[src/rtl/nec_ir_decoder.sv]
// NEC infrared frame decoder: measures burst/space widths in microsecond ticks,
// validates leader, 32 data bits and complement bytes, and flags repeat frames.
module nec_ir_decoder #(
  parameter int CLK_FREQ   = 1_000_000,
  parameter int CHECK_ADDR = 1,
  parameter int TIMEOUT_US = 12000
) (
  input  logic       clk_hz,
  input  logic       rst_n,
  input  logic       ir_in,
  output logic [7:0] ir_code,
  output logic [7:0] ir_addr,
  output logic       ir_valid,
  output logic       ir_repeat,
  output logic       ir_err,
  output logic       ir_busy
);

  // state     | meaning
  // IDLE      | waiting for leader burst
  // LEAD_LOW  | timing 9 ms leader burst
  // LEAD_HIGH | timing leader space (data or repeat)
  // BIT_LOW   | timing bit burst
  // BIT_HIGH  | timing bit space, shifting in data
  // STOP_LOW  | timing final stop burst
  // CHECK     | verifying complement bytes
  // REP_STOP  | timing repeat-frame stop burst
  // ERR       | one-cycle error strobe
  typedef enum logic [3:0] {
    IDLE, LEAD_LOW, LEAD_HIGH, BIT_LOW, BIT_HIGH, STOP_LOW, CHECK, REP_STOP, ERR
  } state_t;

  localparam int PRE_MAX = CLK_FREQ / 1_000_000 - 1;
  localparam int PRE_W   = (PRE_MAX > 0) ? $clog2(PRE_MAX + 1) : 1;
  localparam logic [13:0] TIMEOUT = 14'(TIMEOUT_US);

  function automatic logic in_win(input logic [13:0] w, input logic [13:0] lo,
                                  input logic [13:0] hi);
    return (w >= lo) && (w <= hi);
  endfunction

  state_t           state, state_nx;
  logic [PRE_W-1:0] pre;
  logic             tick;
  logic             s1, s2, s3;
  logic             fall, rise;
  logic [13:0]      width;
  logic [31:0]      shift, shift_nx;
  logic [4:0]       bit_cnt, bit_cnt_nx;
  logic             have_code;
  logic             valid_nx, repeat_nx, err_nx, load;
  logic             lead_l, lead_h_data, lead_h_rep, bit_l, bit1_h;
  logic             cmd_ok, addr_ok, waiting, timeout;

  assign tick = (pre == PRE_W'(PRE_MAX));
  assign fall = s3 & ~s2;
  assign rise = ~s3 & s2;

  always_ff @(posedge clk_hz or negedge rst_n) begin
    if (!rst_n) begin
      pre   <= '0;
      s1    <= 1'b1;
      s2    <= 1'b1;
      s3    <= 1'b1;
      width <= '0;
    end else begin
      pre <= tick ? '0 : pre + 1'b1;
      s1  <= ir_in;
      s2  <= s1;
      s3  <= s2;
      // width is sampled by the FSM this cycle, then restarts for the new phase
      if (fall || rise)                width <= {13'd0, tick};
      else if (tick && width != 14'h3FFF) width <= width + 14'd1;
    end
  end

  assign lead_l      = in_win(width, 14'd8000, 14'd10000);
  assign lead_h_data = in_win(width, 14'd4000, 14'd5000);
  assign lead_h_rep  = in_win(width, 14'd2000, 14'd2500);
  assign bit_l       = in_win(width, 14'd400,  14'd700);
  assign bit1_h      = in_win(width, 14'd1400, 14'd1900);
  assign cmd_ok      = (shift[23:16] == ~shift[31:24]);
  assign addr_ok     = (CHECK_ADDR == 0) || (shift[7:0] == ~shift[15:8]);
  assign waiting     = (state != IDLE) && (state != CHECK) && (state != ERR);
  assign timeout     = (width > TIMEOUT);
  assign ir_busy     = (state != IDLE);

  always_comb begin
    state_nx   = state;
    shift_nx   = shift;
    bit_cnt_nx = bit_cnt;
    valid_nx   = 1'b0;
    repeat_nx  = 1'b0;
    err_nx     = 1'b0;
    load       = 1'b0;
    case (state)
      IDLE:      if (fall) state_nx = LEAD_LOW;
      LEAD_LOW:  if (rise) state_nx = lead_l ? LEAD_HIGH : ERR;
      LEAD_HIGH: if (fall) begin
        if (lead_h_data) begin
          state_nx   = BIT_LOW;
          bit_cnt_nx = '0;
        end else if (lead_h_rep) state_nx = REP_STOP;
        else                     state_nx = ERR;
      end
      BIT_LOW:   if (rise) state_nx = bit_l ? BIT_HIGH : ERR;
      BIT_HIGH:  if (fall) begin
        if (bit_l || bit1_h) begin
          shift_nx = {bit1_h, shift[31:1]};
          if (bit_cnt == 5'd31) state_nx = STOP_LOW;
          else begin
            bit_cnt_nx = bit_cnt + 5'd1;
            state_nx   = BIT_LOW;
          end
        end else state_nx = ERR;
      end
      STOP_LOW:  if (rise) state_nx = bit_l ? CHECK : ERR;
      CHECK: begin
        if (cmd_ok && addr_ok) begin
          valid_nx = 1'b1;
          load     = 1'b1;
          state_nx = IDLE;
        end else state_nx = ERR;
      end
      REP_STOP:  if (rise) begin
        if (bit_l && have_code) begin
          repeat_nx = 1'b1;
          state_nx  = IDLE;
        end else state_nx = ERR;
      end
      ERR: begin
        err_nx   = 1'b1;
        state_nx = IDLE;
      end
      default:   state_nx = IDLE;
    endcase
    if (waiting && timeout) begin
      state_nx  = ERR;
      repeat_nx = 1'b0;
    end
  end

  always_ff @(posedge clk_hz or negedge rst_n) begin
    if (!rst_n) begin
      state     <= IDLE;
      shift     <= '0;
      bit_cnt   <= '0;
      have_code <= 1'b0;
      ir_code   <= 8'h00;
      ir_addr   <= 8'h00;
      ir_valid  <= 1'b0;
      ir_repeat <= 1'b0;
      ir_err    <= 1'b0;
    end else begin
      state     <= state_nx;
      shift     <= shift_nx;
      bit_cnt   <= bit_cnt_nx;
      ir_valid  <= valid_nx;
      ir_repeat <= repeat_nx;
      ir_err    <= err_nx;
      if (load) begin
        ir_code   <= shift[23:16];
        ir_addr   <= shift[7:0];
        have_code <= 1'b1;
      end
    end
  end

endmodule

[config.mk]
export PLATFORM = sky130hd
export DESIGN_NAME = nec_ir_decoder
export DESIGN_NICKNAME = d
export VERILOG_FILES = /design/src/rtl/nec_ir_decoder.sv
export SDC_FILE = /design/constraint.sdc
export NUM_CORES = 1
export LEC_CHECK = 0
export BUFFER_PORTS_ARGS = -buffer_cell sky130_fd_sc_hd__clkbuf_2
export CORE_ASPECT_RATIO = 1.5
export CORE_UTILIZATION = 37
export CTS_BUF_LIST = sky130_fd_sc_hd__clkbuf_8 sky130_fd_sc_hd__clkbuf_16
export DETAILED_ROUTE_END_ITERATION = 8
export PLACE_DENSITY = 0.63
export SYNTH_ARGS = -nofsm -noshare
export SYNTH_HDL_FRONTEND = slang
export SYNTH_SLANG_ARGS = --single-unit
[constraint.sdc]
create_clock -name clk_hz -period 3.8 [get_ports clk_hz]
set_input_delay 0.76 -clock clk_hz [delete_from_list [all_inputs] [get_ports clk_hz]]
set_output_delay 0.76 -clock clk_hz [all_outputs]
set_load 0.005 [all_outputs]
After elaboration in Yosys (flattened, before gate mapping)
Index checks and enable logic that the tools add are counted.
Widths: inputs -> output; s select.
{ "op_classes": {"eq_ne": 26, "n_reduce_logical": 20, "n_mul": 0, "muxes": 34, "bitwise_logic": 7, "add_sub_neg": 3, "shifts": 0, "n_div": 0, "order_cmp": 11} }
{ "op_table": {"columns": ["op", "count"], "rows": [
  ["$mux 4", 16],
  ["$pmux 4 s8", 1],
  ["$ge 14x11->1 const B", 2],
  ["$mux 14", 2],
  ["$mux 5", 5],
  ["$ne 3x3->1 const B", 7],
  ["$eq 4x3->1 const B", 4],
  ["$eq 8x8->1", 2],
  ["$not 8->8", 2],
  ["$add 14x1->14 const B", 1],
  ["$ge 14x12->1 const B", 1],
  ["$ge 14x13->1 const B", 1],
  ["$ge 14x9->1 const B", 1],
  ["$gt 14x14->1 const B", 1],
  ["$le 14x10->1 const B", 1],
  ["$le 14x11->1 const B", 1],
  ["$le 14x12->1 const B", 1],
  ["$le 14x13->1 const B", 1],
  ["$le 14x14->1 const B", 1],
  ["$ne 14x14->1 const B", 1],
  ["$logic_and 1x1->1", 11],
  ["$ne 2x2->1 const B", 5],
  ["$pmux 5 s2", 1],
  ["$eq 4x2->1 const B", 2],
  ["18 further kinds", 30]
]} }
{ "totals": {"ff_bits": 79, "latchBits": 0, "out_inout_bits": 20, "elab_cells": 115, "n_memories": 0, "ram_bits": 0, "rom_bits": 0} }

Depth between registers and ports, before layout
Gate-level depths: netlist of run 1.
{ "depth": {"depth_word": 7, "mapped_depth": 9} }

Worst setup path after synthesis of run 1
No wires, ideal clock.
{ "synth_path": {"path_kind": "flip-flop to flip-flop", "from": "register width[0]", "to": "register shift[12]", "setup_time_ns": 0.125, "arrival_time_ns": 1.978, "stages_incl_launch_ff": 9, "path_slack_ns": 1.697, "path_buffers": 1, "path_cell_list": "dfrtp_1 inv_1 ha_1 nand4bb_1 o32ai_2 o32ai_4 nand3_4 buf_8 mux2_4"} }
{ "synth_via": {"elab_chain_len": 4, "word_cells_on_any_way": 8} }
{ "synth_rtl": {"columns": ["element", "line", "source"], "rows": [
  ["start, declared", "47", "logic [13:0] width;"],
  ["start signal, assigned", "72", "if (fall || rise) width <= {13'd0, tick};"],
  ["start signal, assigned", "73", "else if (tick && width != 14'h3FFF) width <= width + 14'd1;"],
  ["$ge 14x9->1, or another cell as far along", "39", "return (w >= lo) && (w <= hi);"],
  ["$logic_and 1x1->1", "39", null],
  ["$logic_or 1x1->1 (*)", "108", "if (bit_l || bit1_h) begin"],
  ["$reduce_and 3->1 (no source line) (*)", null, null],
  ["end signal, assigned", "156", "shift <= shift_nx;"],
  ["end, declared", "48", "logic [31:0] shift, shift_nx;"]
]} }
Every way passes the cells marked *; elsewhere a longest branch is shown, timed or not.
A chain may end at the register's enable or synchronous reset.

Worst setup path in the final report of run 1
{ "layout_path": {"from": "register width[0]", "to": "register shift[20]"} }
The elaborated chain is that of the path after synthesis.

==> results of run 1 <==
-- cell families after synthesis --
kind of cell | Yosys count
compound gates | 55
xor+xnor | 27
fa+ha+maj | 6
buf+inv | 34
flops | 78
mux | 48
simple gates | 116
-- path summary, 6_finish.rpt --
| path | depth (start not counted) | slack, ns | to | startpoint |
|---|---|---|---|---|
| max in group asynchronous | 1 | 2.59 | bit_cnt[4] | rst_n |
| worst max register to register | 7 | 1.15 | shift[20] | width[0] |
| min in group asynchronous | 1 | 0.58 | ir_code[2] | rst_n |
| worst min register to register | 0 | 0.36 | s2 | s1 |
| worst max-delay path | 7 | 1.15 | shift[20] | width[0] |
| worst min-delay path | 0 | 0.36 | s2 | s1 |
-- registers in the layout, indices dropped and copies added (netlist names), 4 cells and up --
| register | count |
|---|---|
| bit_cnt | 5 |
| ir_addr | 8 |
| width | 14 |
| ir_code | 8 |
| state | 4 |
| shift | 32 |
-- per-stage QoR --
| stage | cells | power, W |
|---|---|---|
| 3_5_place_dp | 511 | 0.00108 |
| 4_1_cts | 527 | 0.00197 |
| 5_1_grt | 527 | 0.00204 |
| 3_3_place_gp | 511 | 0.00108 |
| 2_1_floorplan | 364 | 0.00102 |
| 6_report | 527 | 0.00195 |
-- Yosys cell counts (6+ instances only) --
cell type  instances  area, sq um
xor2_1            12          105
nor2_1            31          116
mux2_2            20          225
mux2_4            28          420
nand2_1           16         60.1
inv_1             12         45.0
o21ai_0           10         50.1
nand4_1           12         75.1
a21oi_1            9         45.0
ha_1               6         75.1
buf_4              6         45.0
nand3_1            7         35.0
dfrtp_1           75         1880
xnor2_1           15          131
buf_2              6         30.0
nor3_1             7         35.0
-- cell usage in the layout, fill, tap and decap left out, types with 3 or more instances in the layout --
cell       instances
o21ai_0           10
xnor2_1           15
nor2_1            31
a211oi_1           3
nand3_1            7
nor4_1             3
clkbuf_2          21
xor2_1            12
nand3b_1           4
a31oi_1            4
a22o_1             4
nor3b_1            3
or2_2              4
nor3_1             7
clkbuf_16          9
mux2_2            20
ha_1               6
nor2b_1            4
and3_1             4
dfrtp_1           75
nand2_1           16
inv_1             12
dfstp_2            3
a21oi_1            9
nand4_1           12
mux2_4            28
-- routing by layer --
layer | routed length [microns] | vias to the layer above | global-route usage [%]
li1 | - | 1325 | -
met1 | 3700 | 1416 | 18.4
met2 | 4480 | 57 | 27.3
met3 | 229 | 14 | 3.23
met4 | 159 | 0 | 6.09
met5 | 0 | - | 0
-- report_power, final --
group,total (W),internal (W),switching (W),leakage (nW)
Sequential,0.000899,0.000852,0.0000465,1.07
Clock,0.000884,0.000530,0.000354,0.145
Combinational,0.000168,0.0000698,0.0000981,1.04
-- area by class of cell --
cell class,instances,area (sq um)
fillers,1079,6470
multi-input cells,252,2100
flip-flops and latches,78,1960
clock buffers,10,239
well taps,147,184
repair buffers,22,113
clock inverters,6,67.6
inverters,12,45.0
-- worst max-delay path: cells and delay by family, from the launching register on --
family / cells / cell delay (ns)
AOI/OAI and AO/OA: 2 / 0.61
adders and majority gates: 1 / 0.25
buffers and inverters: 1 / 0.07
DFF: 1 / 0.44
muxes: 1 / 0.40
and+or+nand+nor: 2 / 0.72
==> results.md, run 1 <==
- Nets: roughly 380
- Max-cap viol count: 0
- Number of diodes: 0
- Routed vias/inst: 5.34
- Setup WS post-layout: between 1 and 1.5 ns
- Drc violations: 0
- Synth Area per Inst: 11.8 sq um
- Post-CTS Hold Buffers: 0
- Syn_nets: approximately 370
- Vias post-DR: 2812
- Post-synth EDFFs: 0
- H-Tree Depth: 3
- Routed Antenna Nets: 0
- Adder-cell share of the synthesized area: 1.75%
- Outcome: finished clean
- Fraction of the mapped netlist area in simple logic gates: roughly 17%
- CTS tree: yes
- Post-route minimum period: between 2 and 3 ns
- Setup crit end kind: flop
- Crit path max fanout: 33
- Synthesized cell area: ~4300 sq um
- Peak supply drop: roughly 220 uV
- Hold Fails Final Rpt: 0
- CTS buffer count: 9
- Dpl hpwl: a little under 6 mm
- Worst Path Required: 4.02 ns
- Area growth syn-to-layout: 9.72%
- Crit start category: flop
- Final clock skew: 0.00695 ns
- Grt ovf: 0
- I/O pin cnt: 23
- Asr flop ratio synth: 100%
- Largest net degree at the start of global routing: slightly below 80
- DR WL/cell: between 15 and 20 microns
- Post-CTS Setup Inserts: 0
- Worst rel slew slack: 34.9%
- Initial Utilization: approximately two fifths
- Initial antenna violation count: 0
- Leak: 2.26 nW
- Yosys warnings: 0
- Vias in the first global route: 2944
- Mux contribution to synthesized area: 15.1%
- Die Area: 12000 sq um
- CP max stage cell: nand3_4
- Post-route cell area: ~4700 sq um
- Post-synthesis sequential area ratio: a little under half
- Crit path kind: flop to flop
- Post-layout util: between 40 and 50%
- Post-synth cell types: 69
- Routability Congestion: roughly 0.89
- Ys flop type: dfrtp_1
- RSZ-0062 raised after global routing: no
- Cell area power density: 415 nW/um^2
- Post-Synthesis Cells: ~360
- Setup violators final: 0
- Placement Cell Area: 4400 sq um
- Worst-path clk slew: about 0.060 ns
- Die width: 89.9 microns
- Part of the cycle the worst path needs: 69.8%
- Max Slew Vio Count: 0
- Dpl ws: 1.17 ns
- Final wirelength: around 8.6 mm
- First-pass GRT wire length: roughly 15 mm
- Crit-path cells: inv_1 > ha_1 > nand4bb_1 > o32ai_2 > o32ai_4 > nand3_4 > mux2_2
- DR iter-0 viols: 95
- DRT Pass-1 Iters: 6
- Worst path max stage delay: ~0.51 ns
- Fmax achieved: 0.377 GHz
- Chip height: 134 microns
- CP arrival: about 2.9 ns
- FP Rows: 47
- Worst skew pair latency: between 0.3 and 0.4 ns
- Compound-gate portion of the synthesized area: around a tenth
- Post-CTS resize count: 0
- Final hold slack: 0.363 ns
- CTS root buffer: clkbuf_16
- Worst-margin pin slew: between 0.9 and 1 ns
- Largest family of logic cells by synthesized area: simple AND/OR/NAND/NOR gates
- Max Buffers Root-to-Sink: 2
- Yosys reg bits: 78
- Gr usage total: roughly 15%
- Core ar.: between 10000 and 15000 sq um
- Synth Area in XOR/XNOR: about 5.5%
- I/O Buffers: 22
- Layout cell share with drive strength beyond 1: approximately 29%
- Hold crit path type: flop to flop
- Setup_tns: 0 ns
- Sink Count: 78
Note: power is estimated with default switching activity, not from simulation.
==> run 2, diff against run 1 <==
- clock period: 3.8 -> 2.8 ns (I/O delays scaled with it)
==> results.md, run 2 (synthesized netlist as in run 1, its figures left out) <==
- Outcome: finished clean
- Vias in the first global route: ~3000
- Hold crit path type: primary input to flop
- H-Tree Depth: 3
- Reg area: about 2000 sq um
- DR WL/cell: approximately 16 microns
- First-pass GRT wire length: approximately 15 mm
- I/O Buffers: 22
- DRT Pass-1 Iters: 4
- Fmax achieved: approximately 0.41 GHz
- Drc violations: 0
- FP Rows: 47
- Vias post-DR: 2866
- Commonest non-fill, non-tap cell in the layout: dfrtp_1
- Grt ovf: 0
- Post-CTS Setup Inserts: 0
- Die width: between 80 and 90 microns
- Routed vias/inst: between 5 and 6
- Post-route cell area: between 4000 and 5000 sq um
- CTS buffer count: 9
- Number of diodes: 0
- Crit path max fanout: 10
- Setup_tns: 0 ns
- CTS tree: yes
- I/O pin cnt: 23
- Peak supply drop: roughly 250 uV
- Buffers and inverters on the worst path: 0
- RSZ-0062 raised after global routing: no
- Post-CTS Hold Buffers: 0
- CTS root buffer: clkbuf_16
- Setup crit end kind: flop
- Crit path kind: flop to flop
- Crit start category: flop
- CP max stage cell: nor4_1
- Sink Count: about 80
- Crit-path cells: nor4_1 > nand4_1 > a31oi_1 > o21a_2 > nand2_2 > mux2_2
- DR iter-0 viols: between 100 and 150
- Largest net degree at the start of global routing: just under 80
- Worst-path clk slew: approximately 0.060 ns
- Worst skew pair latency: approximately 0.34 ns
- Most frequent cells in the layout: 75 x dfrtp_1, 31 x nor2_1, 28 x mux2_4, 21 x clkbuf_2, 20 x mux2_2
- Leak: approximately 2.3 nW
- Biggest register: shift
- Initial Utilization: a little under two fifths
- CP arrival: 2.65 ns
- Cell area power density: ~540 nW/um^2
- Dpl hpwl: about 6.4 mm
- Nets: between 300 and 400
- Max-cap viol count: 0
- Max Buffers Root-to-Sink: 2
- Fill count: between 1000 and 1500
- Power consumption: around 0.0026 W
- Max reg flops: 32
- Layout cell share with drive strength beyond 1: a little under a third
- Post-route minimum period: 2.43 ns
- Biggest regs: shift x32, width x14
- Initial antenna violation count: 0
- Max Slew Vio Count: 0
- Setup violators final: 0
- Placement Cell Area: approximately 4500 sq um
- Chip height: between 100 and 150 microns
- Final clock skew: 0.00812 ns
- Worst Path Required: slightly above 3 ns
- Core ar.: ~11000 sq um
- Die Area: approximately 12000 sq um
- Hold Fails Final Rpt: 0
- Part of the cycle the worst path needs: 86.8%
- Post-Place Cells: about 520
- Gr usage total: roughly 16%
- Post-CTS resize count: 0
- Non-filler instance count after layout: roughly 530
- Area growth syn-to-layout: 10.9%
- Final wirelength: a little under 9 mm
- Worst-margin pin slew: between 0.9 and 1 ns
- Worst rel slew slack: a little over a third
- Routability Congestion: a little under 0.9
- Routed Antenna Nets: 0
- Worst path max stage delay: 0.62 ns
- Area of the multi-input gates: between 2000 and 2500 sq um
- Cell family with most CP delay: simple AND/OR/NAND/NOR gates
## run 2: cell count changes in the layout (fill, tap and decap cells not counted)
cell	before	now
buf_12	0	1
buf_4	1	7
bufinv_16	1	0
clkbuf_8	1	0
clkinv_2	1	0
clkinv_4	0	2
clkinvlp_4	2	1
inv_8	0	2
## run 2: stage by stage
step | hold slack (ns) | util, % | setup WS [ns]
2_1_floorplan | 0.264 | - | 0.697
3_3_place_gp | 0.357 | 39.9 | 0.485
3_5_place_dp | 0.357 | 39.9 | 0.406
4_1_cts | 0.292 | 42.5 | 0.388
5_1_grt | 0.292 | 42.5 | 0.254
6_report | 0.302 | 42.5 | 0.371
## run 2: layout make-up
cell class                 count  area share (%)
clock buffer                   9            4.74
clock inverter                 7            1.37
inverter                      12           0.948
multi-input combinational    252            44.2
sequential                    78            41.2
tap                          147            3.87
timing repair buffer          29            3.74
## run 2: layer usage
metal / global-route usage, % / up-vias / share of wire [%] / wire length, microns
li1: - / 1345 / - / -
met1: 16.9 / 1428 / 40 / 3500
met2: 27.8 / 65 / 52 / 4520
met3: 3.57 / 28 / 3.3 / 285
met4: 9.59 / 0 / 4.8 / 415
met5: 0 / - / 0 / 0
## run 2: path summary, 6_finish.rpt
check	from	end	slack, ns	cells after the start
min in group asynchronous	rst_n	shift[15]	0.37	1
setup / recovery	width[2]	bit_cnt[0]	0.37	6
max in group asynchronous	rst_n	shift[5]	1.80	1
setup reg to reg	width[2]	bit_cnt[0]	0.37	6
hold reg to reg	s1	s2	0.36	0
hold / removal	ir_in	s1	0.30	1
## run 2: power by group
group / internal (W) / total, W / leakage [nW] / switching (W)
Combinational: 0.0000948 / 0.000225 / 1.08 / 0.000131
Sequential: 0.00116 / 0.00122 / 1.07 / 0.0000630
Clock: 0.000622 / 0.00113 / 0.140 / 0.000512
Total: 0.00187 / 0.00258 / 2.29 / 0.000705
